[config.mk]
export PLATFORM = sky130hd
export DESIGN_NAME = jtbubl_snd_comm
export DESIGN_NICKNAME = d
export VERILOG_FILES = /design/src/rtl/jtbubl_snd_comm_pkg.sv /design/src/rtl/jtbubl_snd_fifo.sv /design/src/rtl/jtbubl_snd_comm.sv
export SDC_FILE = /design/constraint.sdc
export NUM_CORES = 1
export LEC_CHECK = 0
export ABC_AREA = 1
export CORE_MARGIN = 4
export CORE_UTILIZATION = 50
export CTS_BUF_LIST = sky130_fd_sc_hd__clkbuf_4
export DETAILED_ROUTE_END_ITERATION = 16
export DONT_BUFFER_PORTS = 1
export PLACE_DENSITY = 0.64
export SYNTH_ARGS = -nofsm -noshare
export SYNTH_HDL_FRONTEND = slang
export SYNTH_HIERARCHICAL = 1
export SYNTH_SLANG_ARGS = --single-unit
[constraint.sdc]
create_clock -name clk -period 1.7 [get_ports clk]
set_input_delay 0.255 -clock clk [delete_from_list [all_inputs] [get_ports clk]]
set_output_delay 0.255 -clock clk [all_outputs]
set_load 0.02 [all_outputs]
[src/rtl/jtbubl_snd_comm_pkg.sv]
// Shared register map, status bit positions and dispatcher state encoding
// for the main-CPU sound communication port.
package jtbubl_snd_comm_pkg;

   localparam logic [1:0] ADDR_CMD  = 2'd0;
   localparam logic [1:0] ADDR_CTRL = 2'd1;

   localparam int ST_BUSY  = 0;
   localparam int ST_REPLY = 1;
   localparam int ST_EMPTY = 2;
   localparam int ST_FULL  = 3;
   localparam int ST_OVF   = 4;

   typedef enum logic [1:0] {
      IDLE     = 2'd0,
      LOAD     = 2'd1,
      STB      = 2'd2,
      WAIT_ACK = 2'd3
   } disp_state_e;

endpackage

[src/rtl/jtbubl_snd_fifo.sv]
// Circular command FIFO, 2**AW entries; pointers carry one extra MSB so
// full and empty are distinguishable. Used with JTBUBL_SNDCOMM_FIFO_EN.
module jtbubl_snd_fifo #(
   parameter int AW = 2
)(
   input  logic       clk,
   input  logic       rstn,
   input  logic       flush,
   input  logic       push,
   input  logic       pop,
   input  logic [7:0] din,
   output logic [7:0] dout,
   output logic       full,
   output logic       empty
);

   logic [7:0]  mem_q [2**AW];
   logic [AW:0] wp_q, wp_d;
   logic [AW:0] rp_q, rp_d;

   assign empty = (wp_q == rp_q);
   assign full  = (wp_q[AW] != rp_q[AW]) && (wp_q[AW-1:0] == rp_q[AW-1:0]);
   assign dout  = mem_q[rp_q[AW-1:0]];

   always_comb begin
      wp_d = wp_q;
      rp_d = rp_q;
      if (flush) begin
         wp_d = '0;
         rp_d = '0;
      end else begin
         if (push) wp_d = wp_q + 1'b1;
         if (pop)  rp_d = rp_q + 1'b1;
      end
   end

   always_ff @(posedge clk or negedge rstn) begin
      if (!rstn) begin
         wp_q <= '0;
         rp_q <= '0;
      end else begin
         wp_q <= wp_d;
         rp_q <= rp_d;
      end
   end

   // Storage needs no reset: pointers alone define valid contents.
   always_ff @(posedge clk) begin
      if (push && !flush) mem_q[wp_q[AW-1:0]] <= din;
   end

endmodule

[src/rtl/jtbubl_snd_comm.sv]
// Main-CPU sound command port: buffers commands, dispatches them against the
// snd_flag handshake, latches replies. Macro JTBUBL_SNDCOMM_FIFO_EN selects a FIFO.
module jtbubl_snd_comm
   import jtbubl_snd_comm_pkg::*;
#(
   parameter int FIFO_AW = 2,
   parameter int TO_CNT  = 15
)(
   input  logic       clk,
   input  logic       rstn,
   input  logic       main_cs,
   input  logic [1:0] main_addr,
   input  logic       main_wr_n,
   input  logic       main_rd_n,
   input  logic [7:0] main_din,
   output logic [7:0] main_dout,
   output logic       main_irq_n,
   output logic [7:0] snd_latch,
   output logic       snd_stb,
   input  logic       snd_flag,
   input  logic [7:0] main_latch,
   input  logic       main_stb,
   output logic       snd_rstn
);

   localparam int TO_W = $clog2(TO_CNT + 1);

   disp_state_e     state_q;
   logic [TO_W-1:0] to_cnt_q;
   logic [7:0]      snd_latch_q;
   logic            snd_stb_q;

   logic wr_prev_q, rd_prev_q;
   logic snd_rstn_q, snd_rstn_d;
   logic irq_en_q, irq_en_d;
   logic irq_n_q, irq_n_d;
   logic [7:0] reply_q, reply_d;
   logic reply_pend_q, reply_pend_d;
   logic ovf_q, ovf_d;

   logic wr_acc, rd_acc, wr_pulse, rd_pulse;
   logic cmd_wr, ctrl_wr, cmd_rd, ctrl_rd;
   logic flush, push, pop, full, empty, busy;
   logic [7:0] head;

   assign wr_acc   = main_cs & ~main_wr_n;
   assign rd_acc   = main_cs & ~main_rd_n;
   assign wr_pulse = wr_acc & ~wr_prev_q;
   assign rd_pulse = rd_acc & ~rd_prev_q;
   assign cmd_wr   = wr_pulse && (main_addr == ADDR_CMD);
   assign ctrl_wr  = wr_pulse && (main_addr == ADDR_CTRL);
   assign cmd_rd   = rd_pulse && (main_addr == ADDR_CMD);
   assign ctrl_rd  = rd_pulse && (main_addr == ADDR_CTRL);

   assign flush = ctrl_wr & ~main_din[0];
   assign pop   = (state_q == LOAD) & ~flush;
   // A pop in the same cycle frees a slot, so a push into a full buffer still lands.
   assign push  = cmd_wr & (~full | pop);
   assign busy  = (state_q != IDLE) | ~snd_flag;

`ifdef JTBUBL_SNDCOMM_FIFO_EN
   jtbubl_snd_fifo #(.AW(FIFO_AW)) u_fifo (
      .clk   (clk),
      .rstn  (rstn),
      .flush (flush),
      .push  (push),
      .pop   (pop),
      .din   (main_din),
      .dout  (head),
      .full  (full),
      .empty (empty)
   );
`else
   logic [7:0] hold_q, hold_d;
   logic       hold_vld_q, hold_vld_d;
   logic       unused_fifo_aw;

   assign unused_fifo_aw = ^FIFO_AW;
   assign head  = hold_q;
   assign empty = ~hold_vld_q;
   assign full  = hold_vld_q;

   always_comb begin
      hold_d     = hold_q;
      hold_vld_d = hold_vld_q;
      if (flush) begin
         hold_vld_d = 1'b0;
      end else begin
         if (pop) hold_vld_d = 1'b0;
         if (push) begin
            hold_d     = main_din;
            hold_vld_d = 1'b1;
         end
      end
   end

   always_ff @(posedge clk or negedge rstn) begin
      if (!rstn) begin
         hold_q     <= 8'h00;
         hold_vld_q <= 1'b0;
      end else begin
         hold_q     <= hold_d;
         hold_vld_q <= hold_vld_d;
      end
   end
`endif

   always_comb begin
      snd_rstn_d   = snd_rstn_q;
      irq_en_d     = irq_en_q;
      reply_d      = reply_q;
      reply_pend_d = reply_pend_q;
      if (ctrl_wr) begin
         snd_rstn_d = main_din[0];
         irq_en_d   = main_din[1];
      end
      if (main_stb) begin
         reply_d      = main_latch;
         reply_pend_d = 1'b1;
      end else if (cmd_rd) begin
         reply_pend_d = 1'b0;
      end
      ovf_d   = (cmd_wr & ~push) | (ovf_q & ~ctrl_rd);
      irq_n_d = ~(reply_pend_q & irq_en_q);
   end

   always_ff @(posedge clk or negedge rstn) begin
      if (!rstn) begin
         wr_prev_q    <= 1'b0;
         rd_prev_q    <= 1'b0;
         snd_rstn_q   <= 1'b0;
         irq_en_q     <= 1'b0;
         irq_n_q      <= 1'b1;
         reply_q      <= 8'h00;
         reply_pend_q <= 1'b0;
         ovf_q        <= 1'b0;
      end else begin
         wr_prev_q    <= wr_acc;
         rd_prev_q    <= rd_acc;
         snd_rstn_q   <= snd_rstn_d;
         irq_en_q     <= irq_en_d;
         irq_n_q      <= irq_n_d;
         reply_q      <= reply_d;
         reply_pend_q <= reply_pend_d;
         ovf_q        <= ovf_d;
      end
   end

   // Dispatcher: a flush overrides any in-flight dispatch but keeps snd_latch.
   always_ff @(posedge clk or negedge rstn) begin
      if (!rstn) begin
         state_q     <= IDLE;
         to_cnt_q    <= '0;
         snd_latch_q <= 8'h00;
         snd_stb_q   <= 1'b0;
      end else if (flush) begin
         state_q   <= IDLE;
         snd_stb_q <= 1'b0;
         to_cnt_q  <= '0;
      end else begin
         case (state_q)
            IDLE: begin
               snd_stb_q <= 1'b0;
               if (!empty && snd_flag && snd_rstn_q) state_q <= LOAD;
            end
            LOAD: begin
               snd_latch_q <= head;
               snd_stb_q   <= 1'b1;
               state_q     <= STB;
            end
            STB: begin
               snd_stb_q <= 1'b0;
               to_cnt_q  <= '0;
               state_q   <= WAIT_ACK;
            end
            WAIT_ACK: begin
               if (!snd_flag || to_cnt_q == TO_W'(TO_CNT - 1)) state_q <= IDLE;
               else to_cnt_q <= to_cnt_q + 1'b1;
            end
            default: state_q <= IDLE;
         endcase
      end
   end

   always_comb begin
      case (main_addr)
         ADDR_CMD:  main_dout = reply_q;
         ADDR_CTRL: main_dout = {3'b000, ovf_q, full, empty, reply_pend_q, busy};
         default:   main_dout = 8'hFF;
      endcase
   end

   assign main_irq_n = irq_n_q;
   assign snd_latch  = snd_latch_q;
   assign snd_stb    = snd_stb_q;
   assign snd_rstn   = snd_rstn_q;

endmodule

# Yosys cells after proc, flatten, opt, wreduce, memory -nomap -nowiden

Cells that the tools add are included.
W data, S select, Z words.

Flip-flop bits (word level): 39
Latch bits: 0
RAM bits: 0
ROM bits: 0
Input bits: 25
Output and inout port bits: 19
Word-level logic and storage cells: 82
Memories: 0

Add/subtract/negate cells: 1
$mul: 0
Divide/modulo/power cells: 0
Magnitude comparators: 0
Equality and inequality tests: 8
Shift operators: 0
Muxes and demuxes: 15
Bitwise gates (word level): 24
Reduce and logical (&&, ||, !) cells: 20

Operator list:

| kind                  | number |
|---|---|
| $pmux W8 S2           | 1 |
| $not A1 Y1            | 11 |
| $and A1 B1 Y1         | 10 |
| $ne A3 B3 Y1 const B  | 3 |
| $reduce_bool A3 Y1    | 3 |
| $mux W4               | 2 |
| $pmux W2 S4           | 1 |
| $pmux W4 S2           | 1 |
| $reduce_and A2 Y1     | 4 |
| $logic_and A1 B1 Y1   | 6 |
| $mux W1               | 6 |
| $mux W2               | 3 |
| $add A4 B1 Y4 const B | 1 |
| $eq A2 B1 Y1 const B  | 2 |
| $eq A2 B2 Y1 const B  | 2 |
| $eq A4 B4 Y1 const B  | 1 |
| $logic_not A2 Y1      | 2 |
| $reduce_bool A2 Y1    | 2 |
| $or A1 B1 Y1          | 3 |
| $pmux W1 S2           | 1 |
| $reduce_or A2 Y1      | 1 |
| $logic_not A1 Y1      | 1 |
| $logic_or A1 B1 Y1    | 1 |

# Depth between registers and ports, before layout

Gate-level depths: netlist of run 1.

Word-level depth: 12
Gate-level depth with buffers: 11
Gate-level depth less buffers: 11

# Worst setup path after synthesis of run 1

Ideal clock, no wire load.

Path kind: flip-flop to flip-flop
From: register to_cnt_q[0]
To: register to_cnt_q[1]
Library setup time: 66 ps
Arrival: 1256 ps
Data required time: 1634 ps
Slack: 379 ps
Cell stages (with the launch flop): 11
Buffers on the path: 0
Clock period less this slack: 1321 ps
Path through: dfrtp_1 > inv_1 > ha_1 > nand3_1 > nand2_1 > inv_1 > nand2_1 > inv_1 > nand2_1 > or2_2 > nand2_1

Longest elaborated chain between the ends: 4
Elaborated cells between the ends (all ways): 8
Classes of those cells: add/sub: 1; eq/ne: 2; mux: 3; reduce/logical: 2

Ends and longest elaborated chain:

| item                                          | line                                           | RTL |
|---|---|---|
| start, declared                               | jtbubl_snd_comm.sv:29                          | `logic [TO_W-1:0] to_cnt_q;` |
| start signal, assigned                        | jtbubl_snd_comm.sv:178                         | `else to_cnt_q <= to_cnt_q + 1'b1;` |
| $add A4 B1 Y4 or $eq A4 B4 Y1 (tied branches) | jtbubl_snd_comm.sv:178, jtbubl_snd_comm.sv:177 |  |
| $mux W4 or $logic_or A1 B1 Y1 (tied branches) | jtbubl_snd_comm.sv:177                         | `if (!snd_flag \|\| to_cnt_q == TO_W'(TO_CNT - 1)) state_q <= IDLE;` |
| $pmux W4 S2 or $ne A3 B3 Y1 (tied branches)   | n/a                                            |  |
| $mux W4 or $reduce_and A2 Y1 (tied branches)  | n/a                                            |  |

Parallel ways exist; a longest one is shown, timed or not. The select of a mux whose other input is x is not followed.
A chain may end at the register's enable or synchronous reset.

# Worst setup path after layout of run 1

From: register state_q[1]
To: output port main_dout[0]

Longest elaborated chain between the ends: 3

Ends and longest elaborated chain:

| item                   | line                   | RTL |
|---|---|---|
| start, declared        | jtbubl_snd_comm.sv:28  | `disp_state_e state_q;` |
| start signal, assigned | jtbubl_snd_comm.sv:152 | `state_q <= IDLE;` |
| start signal, assigned | jtbubl_snd_comm.sv:157 | `state_q <= IDLE;` |
| start signal, assigned | jtbubl_snd_comm.sv:164 | `if (!empty && snd_flag && snd_rstn_q) state_q <= LOAD;` |
| $reduce_bool A2 Y1     | jtbubl_snd_comm.sv:59  | `assign busy = (state_q != IDLE) \| ~snd_flag;` |
| $or A1 B1 Y1           | jtbubl_snd_comm.sv:59  |  |
| $pmux W8 S2            | jtbubl_snd_comm.sv:186 | `case (main_addr)` |
| end, declared          | jtbubl_snd_comm.sv:16  | `output logic [7:0] main_dout,` |

No other way between the ends.

==> results.txt, run 1 <==
* Fill count: a little over 300
- Min Clock Period, post-route: 1.62 ns
- Min-delay worst type: primary input to flip-flop
- Count of flip-flops with a built-in enable after synthesis: 0
- Across the routed clock network, the largest skew measured is about 0.0051 ns.
* Number of endpoints with negative hold slack in the final report: 0
- STA puts the critical path data required time at 1.44 ns.
- Total standard cell area after synthesis: 0.00180 mm2
* Starting density of the core: a little over half
- Sequential area share after synthesis: 54.2%
* Total routing usage reported by global routing: 18.4%
- Area enclosed by the die boundary: approximately 0.0046 mm2
- Before CTS, the worst setup slack after placement is 0.259 ns.
- Gr ovfl total: 0
* Total internal power: approximately 1.8 mW
- Initial detailed-routing violation count: 84
- The critical path is of the flip-flop to output pin type.
- At the pin with the least slew margin, the transition time is 0.499 ns.
- Counting every sink on the clock net gives 39.
* Chip width: 68.1 um
* Pwr per Cell Area: 1400 mW/mm2
* Number of antenna violations at the first check in global routing: 0
- Residual antenna-violating net count after detailed routing: 0
- Entering global routing, the biggest net connects 40 pins.
* Post-route cell area: 0.00203 mm2
- After routing, the total negative slack on setup checks comes to 0 ns.
- Final critical-path share of the clock period: 95.4%
- For this run, design rule violations remaining after detail routing come to 0.
- Via-to-Cell Ratio: ~5.2
- The number of clock buffers added by TritonCTS is 5.
- Synth top area cells: sky130_fd_sc_hd__dfrtp_1, sky130_fd_sc_hd__nand2_1, sky130_fd_sc_hd__nand3_1
- TritonCTS built the clock tree.
- The number of antenna diodes in the final layout is 0.
- Max Freq: 0.616 GHz
* Cell with the most instances after synthesis: sky130_fd_sc_hd__nand2_1
- In the final layout, the share of cells above drive strength 1 is ~15%.
- Async set or reset register ratio after synthesis: 100%
* Average instance area after synthesis: a little under 9 um2
- Synthesized instance count: 204
- The final number of max-transition violations was 0.
* Number of unique standard cell types used by synthesis: 30
- Number of buffers added on ports: 0
- Cell type with the largest total area after synthesis: sky130_fd_sc_hd__dfrtp_1
- H-tree depth: 2
- Synth top area share: 52.7%
* Iteration count of the initial detailed-routing pass: 4
- Cell area after placement: 0.00188 mm2
- The first global-routing pass estimated 6.42 mm of wire.
- Met3 track demand over resource: a little under 7%
- In this run the count of I/O pins placed on the die edge is 44.
* Area delta synth->final: 12.7%
- At the worst endpoint, the arrival time is 1.37 ns.
- The number of global-route vias before repair is 1437.
- At the end of routability-driven placement, the weighted congestion stood at 0.762.
- Number of standard-cell rows in the floorplan: 21
- Maximum resistive drop on vdd: 0.000853 V
- Met2 Track Usage GR: 30.9%
- In this run the worst path has a maximum fanout of 3.
* CP startpoint kind: flip-flop
- GR Util met1: 22.2%
- Combinational Power Share: 26.7%
- No sink is reached through more buffers than the 2 on the longest clock path.
* Busiest metal layer after global routing: met2
* Number of nets in the layout: 250
- Summing over every cut layer, the via total after detailed routing is about 1.4k.
* Total of endpoints with negative setup slack in the final report: 0
* Clock root buffer master: sky130_fd_sc_hd__clkbuf_4
- Max-cap violations: 0
* Vertical extent of the die: 68.1 um
- In this run, synthesis produced a sequential element count of 39.
- Headroom to the max-slew limit came out at about two thirds.
- Switching portion of total power: 37.3%
- Ranking of synthesized cells by instance count: sky130_fd_sc_hd__nand2_1, sky130_fd_sc_hd__dfrtp_1, sky130_fd_sc_hd__inv_1
- Yosys Warn Count: 6
* Core Area: 0.00342 mm2
- When the netlist entered floorplanning its net count stood at roughly 240.
- Worst-Skew Late Latency: 0.35 ns
- The run finished with clean final reports.
- Clock power share: 22.0%
- Clock-pin slew was measured on the worst setup and hold paths at approximately 0.12 ns.
* Predominant post-synthesis flop cell: sky130_fd_sc_hd__dfrtp_1
* Wirelength per Cell: 13.5 um
- Post-DP HPWL: 2.67 mm
- For this design the static power due to leakage is ~1.1 nW.
- The analysis attributes to net switching a power of 1.06 mW.
- Power comes to approximately 2.8 mW.
- Final setup slack of the worst path: approximately 0.078 ns
- For this block, the routed nets add up to 3.60 mm of wire.
* Reg power frac: 51.3%
- Worst setup EP type: output pin
[final timing paths]
path | startpoint | endpoint | slack, ns | depth (start not counted)
max | state_q[1] | main_dout[0] | 0.08 | 4
min | main_stb | reply_q[1] | 0.002 | 1
max reg2reg | to_cnt_q[0] | to_cnt_q[1] | 0.25 | 10
min reg2reg | irq_en_q | main_irq_n | 0.41 | 1
max in group asynchronous | rstn | main_irq_n | 1.10 | 2
min in group asynchronous | rstn | to_cnt_q[3] | 0.34 | 2
[flip-flops by register name, summed over array words and instances, names as in the netlist]
name and cells:
head 8, reply_q 8, snd_latch 8, to_cnt_q 4, state_q 2, full 1
irq_en_q 1, main_irq_n 1, ovf_q 1, rd_prev_q 1, reply_pend_q 1, snd_rstn 1
snd_stb 1, wr_prev_q 1
[final cells by class]
class	count	area (um2)	area share, %
tap	46	57.6	2.83
sequential	39	977	48.1
clock inverter	3	43.8	2.16
timing repair buffer	12	113	5.54
clock buffer	5	37.5	1.85
inverter	29	109	5.36
multi-input combinational	132	694	34.2
[metal layers]
metal | wire (um) | up-vias
li1 | - | 675
met1 | 1470 | 647
met2 | 1800 | 45
met3 | 288 | 7
met4 | 43 | 0
met5 | 0 | -
[metrics by stage]
step,hold slack [ns],utilization [%],cells
6_report,0.00219,59.5,266
5_1_grt,0.00267,59.5,266
4_1_cts,0.000886,58.9,264
3_5_place_dp,-0.0393,55.1,252
3_3_place_gp,-0.0394,55.1,252
2_1_floorplan,-0.0406,-,204
[placed cells by master, fill, tap and decap left out]
cell type	synthesis	routed
sky130_fd_sc_hd__buf_12	0	1
sky130_fd_sc_hd__o21ai_2	1	1
sky130_fd_sc_hd__nand2_1	58	58
sky130_fd_sc_hd__inv_2	2	3
sky130_fd_sc_hd__clkinv_4	0	1
sky130_fd_sc_hd__xnor2_1	1	1
sky130_fd_sc_hd__nor3_1	1	1
sky130_fd_sc_hd__o2111ai_1	1	1
sky130_fd_sc_hd__nand4_1	1	1
sky130_fd_sc_hd__dfrtp_1	38	38
sky130_fd_sc_hd__o21bai_1	1	1
sky130_fd_sc_hd__nor2_1	8	8
sky130_fd_sc_hd__mux2_2	1	1
sky130_fd_sc_hd__nand2_2	2	2
sky130_fd_sc_hd__xor2_1	1	1
sky130_fd_sc_hd__inv_1	27	26
sky130_fd_sc_hd__bufinv_16	0	1
sky130_fd_sc_hd__clkinv_2	0	1
sky130_fd_sc_hd__ha_1	6	5
sky130_fd_sc_hd__nand2_4	1	1
sky130_fd_sc_hd__nor2_4	1	1
sky130_fd_sc_hd__nand3_1	23	23
sky130_fd_sc_hd__nor2_2	2	2
sky130_fd_sc_hd__a21oi_1	4	4
sky130_fd_sc_hd__dlygate4sd3_1	0	4
sky130_fd_sc_hd__dfstp_2	1	1
sky130_fd_sc_hd__a22oi_1	2	2
sky130_fd_sc_hd__a32oi_1	1	1
sky130_fd_sc_hd__ha_2	0	1
sky130_fd_sc_hd__buf_4	0	7
sky130_fd_sc_hd__a21oi_2	1	1
sky130_fd_sc_hd__o21ai_0	13	13
sky130_fd_sc_hd__clkbuf_4	0	5
sky130_fd_sc_hd__nand3_4	1	1
sky130_fd_sc_hd__or2_2	1	1
[cells by family (layout without fill, tap and decap cells)]
logic type / count (synthesis) / in the layout / share of synthesized area [%]
AND/OR/NAND/NOR: 99 / 99 / 24.7
flip-flops: 39 / 39 / 54.2
buffers and inverters: 33 / 49 / 7.43
AO/OA/AOI/OAI: 24 / 24 / 7.91
adder cells (fa/ha/maj): 6 / 6 / 4.16
XOR/XNOR: 2 / 2 / 0.972
multiplexers: 1 / 1 / 0.625
[power groups by stage]
stage                     logic, mW  clock network, mW  registers (mW)
after detailed placement      0.717                  0            1.48
after floorplan               0.591                  0            1.42
after global placement        0.677                  0            1.48
after global routing          0.920              0.670            1.50
after CTS                     0.750              0.630            1.46
final                         0.761              0.626            1.46
[critical path, stage by stage, from the launching register on]
cell and delay [ns]:
sky130_fd_sc_hd__dfrtp_1 0.40, sky130_fd_sc_hd__inv_1 0.09, sky130_fd_sc_hd__ha_2 0.18, sky130_fd_sc_hd__a32oi_1 0.18, sky130_fd_sc_hd__buf_4 0.16
[what timing repair did]
action,CTS,global route
setup endpoints to repair,0,1
endpoints found under the hold margin,44,1
setup buffers,0,1
hold buffers,4,1
resized for setup,0,2
(Power assumes the default switching activity.)
==> run 2, diff against run 1 <==
--- a/config.mk
+++ b/config.mk
@@ -11,6 +11,8 @@
 export CTS_BUF_LIST = sky130_fd_sc_hd__clkbuf_4
 export DETAILED_ROUTE_END_ITERATION = 16
 export DONT_BUFFER_PORTS = 1
+export GPL_TIMING_DRIVEN = 0
+export HOLD_SLACK_MARGIN = 0.03
 export PLACE_DENSITY = 0.64
 export SYNTH_ARGS = -nofsm -noshare
 export SYNTH_HDL_FRONTEND = slang
==> run 2 against run 1 <==
Effect of this change: sequential power hardly changed; non-clock buffer count is 15 higher; first-iteration DRC count is 6.0% higher; critical path depth is 1 lower; highest routed layer unchanged; clock skew is 0.0039 ns higher; register-to-register slack worse by 0.08 ns; clock-buffer cell count is 1 higher; hold slack better by 0.049 ns.
==> results.txt, run 2 (synthesis results as in run 1) <==
- The shortest clock period the worst path allows after layout was 1.59 ns (-0.0303 ns).
- The via density per instance was 5.12 (-0.79%).
- Walking the worst path, the cells encountered are inv_1, ha_2, a32oi_4.
* Final critical-path share of the clock period: 93.6% (-1.8 points)
- Initial detailed-routing violation count: 89 (+6.0%)
- Fraction of final layout cells sized beyond drive strength 1: 13.2% (-1.4 points)
- The transition time of the tightest slew-check pin came to 0.644 ns (+0.145 ns).
- Diode insertion count for antenna repair: 0 (unchanged)
- Utilization of the core after routing: 63.6% (+4.1 points)
* GR Util met1: 22.0% (-0.16 points)
- The area of the core region was 0.00342 mm2 (unchanged).
- The post-route antenna net violation count came to 0 (unchanged).
- Routed via count: 1440 (+4.8%)
- The leakage component of the power was 1.15 nW (+4.5%).
- The root buffer cell chosen for the clock tree is sky130_fd_sc_hd__clkbuf_4.
* Library cell contributing the largest single delay on the critical path: sky130_fd_sc_hd__dfrtp_1
- The layout filler cell count was 309 (-0.32%).
- Final wirelength: 3.94 mm (+9.5%)
* RSZ-0062 raised after global routing: false
- Family with the most delay on the worst path: flip-flops
- The multi-input logic area is 713 um2 (+2.7%).
- The total grt overflow is 0 (unchanged).
* Maximum buffer depth of the clock tree: 2 (unchanged)
- Maximum resistive drop on vdd: 0.000683 V (-20%)
- The critical path arrival came to 1.34 ns (-0.03 ns).
* H-tree depth: 2 (unchanged)
- STA classifies the critical path startpoint as a flip-flop.
- Number of endpoints with negative hold slack in the final report: 0 (unchanged)
- Number of standard-cell rows in the floorplan: 21 (unchanged)
- The CTS sink count is 39 (unchanged).
* Max-cap violations: 0 (unchanged)
- Setup Skew: 0.00903 ns (+0.00391 ns)
* Worst-Skew Late Latency: 0.35 ns (about the same)
- The final number of max-transition violations came to 0 (unchanged).
- The cell count of the worst reg-to-reg path was 10 (unchanged).
- Max stage delay on crit path: 0.39 ns (about the same)
* Worst Hold End: head[5]
- Most frequent cells in the layout: sky130_fd_sc_hd__nand2_1, sky130_fd_sc_hd__dfrtp_1, sky130_fd_sc_hd__inv_1
* Inserted Clock Buffers: 5 (unchanged)
- The power density over cell area came to 1280 mW/mm2 (-8.7%).
- First-pass GRT wire length: 6.73 mm (+4.8%)
- The setup TNS was 0 ns (unchanged).
- Busiest metal layer after global routing: met2
* Starting density of the core: 52.8% (unchanged)
* Placed insts: 250 (-0.79%)
- Non-filler cells in the finished layout: 281 (+5.6%)
- The clock edge transition at the registers on the reported setup and hold paths was 0.12 ns (about the same).
- The met3 track demand over resource in global routing came to 7.39% (+0.66 points).
* Pre-CTS setup slack: 0.232 ns (-0.0269 ns)
* Final setup slack of the worst path: 0.108 ns (+0.0303 ns)
* Flop2flop setup slack: 0.17 ns (-0.08 ns)
- Worst setup EP type: output pin
- The largest net degree at the start of global routing was 40 (unchanged).
- The count of buffer and inverter cells on the critical path was 1 (-1).
- Max_slew headroom: 56.6% (-10 points)
- The number of cells on the worst hold path came to 2 (+1).
- Number of primary I/O pins: 44 (unchanged)
- Total routing usage reported by global routing: 19.9% (+1.5 points)
- The final cell area excluding filler cells came to 0.00217 mm2 (+6.9%).
- Post-DP HPWL: 2.64 mm (-1.0%)
* Most common cell after layout, fill and taps aside: sky130_fd_sc_hd__nand2_1
- Final worst hold slack: 0.0514 ns (+0.0493 ns)
- Area enclosed by the die boundary: 0.00463 mm2 (unchanged)
* DRC violation count after routing: 0 (unchanged)
- The run finished with clean final reports.
- The startpoint identified for the worst hold timing path is main_din[5].
- The worst register-to-register path begins at to_cnt_q[0].
- The critical path data required time came to 1.44 ns (about the same).
- Vertical extent of the die: 68.1 um (unchanged)
- The met2 usage is 34.4% (+3.5 points).
- Sequential cell area: 977 um2 (unchanged)
- Number of antenna violations at the first check in global routing: 0 (unchanged)
- The width of the die was 68.1 um (unchanged).
- The tightest min-delay check is of the primary input to flip-flop type.
* Critical Setup Path Class: flip-flop to output pin
- The maximum fanout count along the critical path is 3 (unchanged).
* Wirelength per Cell: 14.0 um (+3.6%)
* Max Freq: 0.628 GHz (+1.9%)
- Vias in the first global route: 1522 (+5.9%)
- The number of nets in the final layout came to 265 (+6.0%).
- The number of setup violations in the final report came to 0 (unchanged).
- CTS tree: done
- The count of port buffers added during placement was 0 (unchanged).
- Final weighted congestion in routability-driven placement: 0.765 (+0.34%)
* Worst reg2reg endpoint: to_cnt_q[1]
* Area delta synth->final: 20.5%
* Sum of internal, switching and leakage power: 2.78 mW (-2.4%)
- Cell area after placement: 0.00186 mm2 (-1.1%)
- The number of search-and-repair iterations in the first detailed-routing pass is 4 (unchanged).
[run 2: where the power goes]
group          switching (mW)  internal, mW  leakage, nW
combinational           0.513         0.349        0.631
sequential              0.262          1.18        0.488
clock                   0.302         0.176       0.0317
total                    1.08          1.70         1.15
[run 2: area by class of cell]
type	instances	share of cell area, %
well taps	46	2.65
flip-flops and latches	39	45.0
clock inverters	2	0.576
plain buffers	4	1.15
multi-input cells	132	32.8
clock buffers	6	2.07
repair buffers	23	10.7
inverters	29	5.01
[run 2: timing repair]
item	4_1_cts	5_1_grt
gates resized for setup	2	1
hold buffers	19	1
pin swaps	0	1
buffers inserted	0	3
hold endpoints to repair	55	1
endpoints found under the setup margin	1	1
cloned	0	0
[run 2: worst max-delay path by stage]
stage | from | end | slack (ns) | cells past startpoint
2_1_floorplan | to_cnt_q[0] | to_cnt_q[1] | 0.38 | 10
3_3_place_gp | to_cnt_q[0] | to_cnt_q[1] | 0.28 | 10
3_5_place_dp | to_cnt_q[0] | to_cnt_q[1] | 0.23 | 10
4_1_cts | state_q[0] | main_dout[0] | 0.02 | 3
5_1_grt | state_q[0] | main_dout[0] | 0.04 | 3
6_report | state_q[0] | main_dout[0] | 0.11 | 3
[run 2: routing by layer]
metal  vias up  wire length (um)
met2        43              2060
met4         0                76
li1        705                 -
met1       685              1570
met5         -                 0
met3         7               241
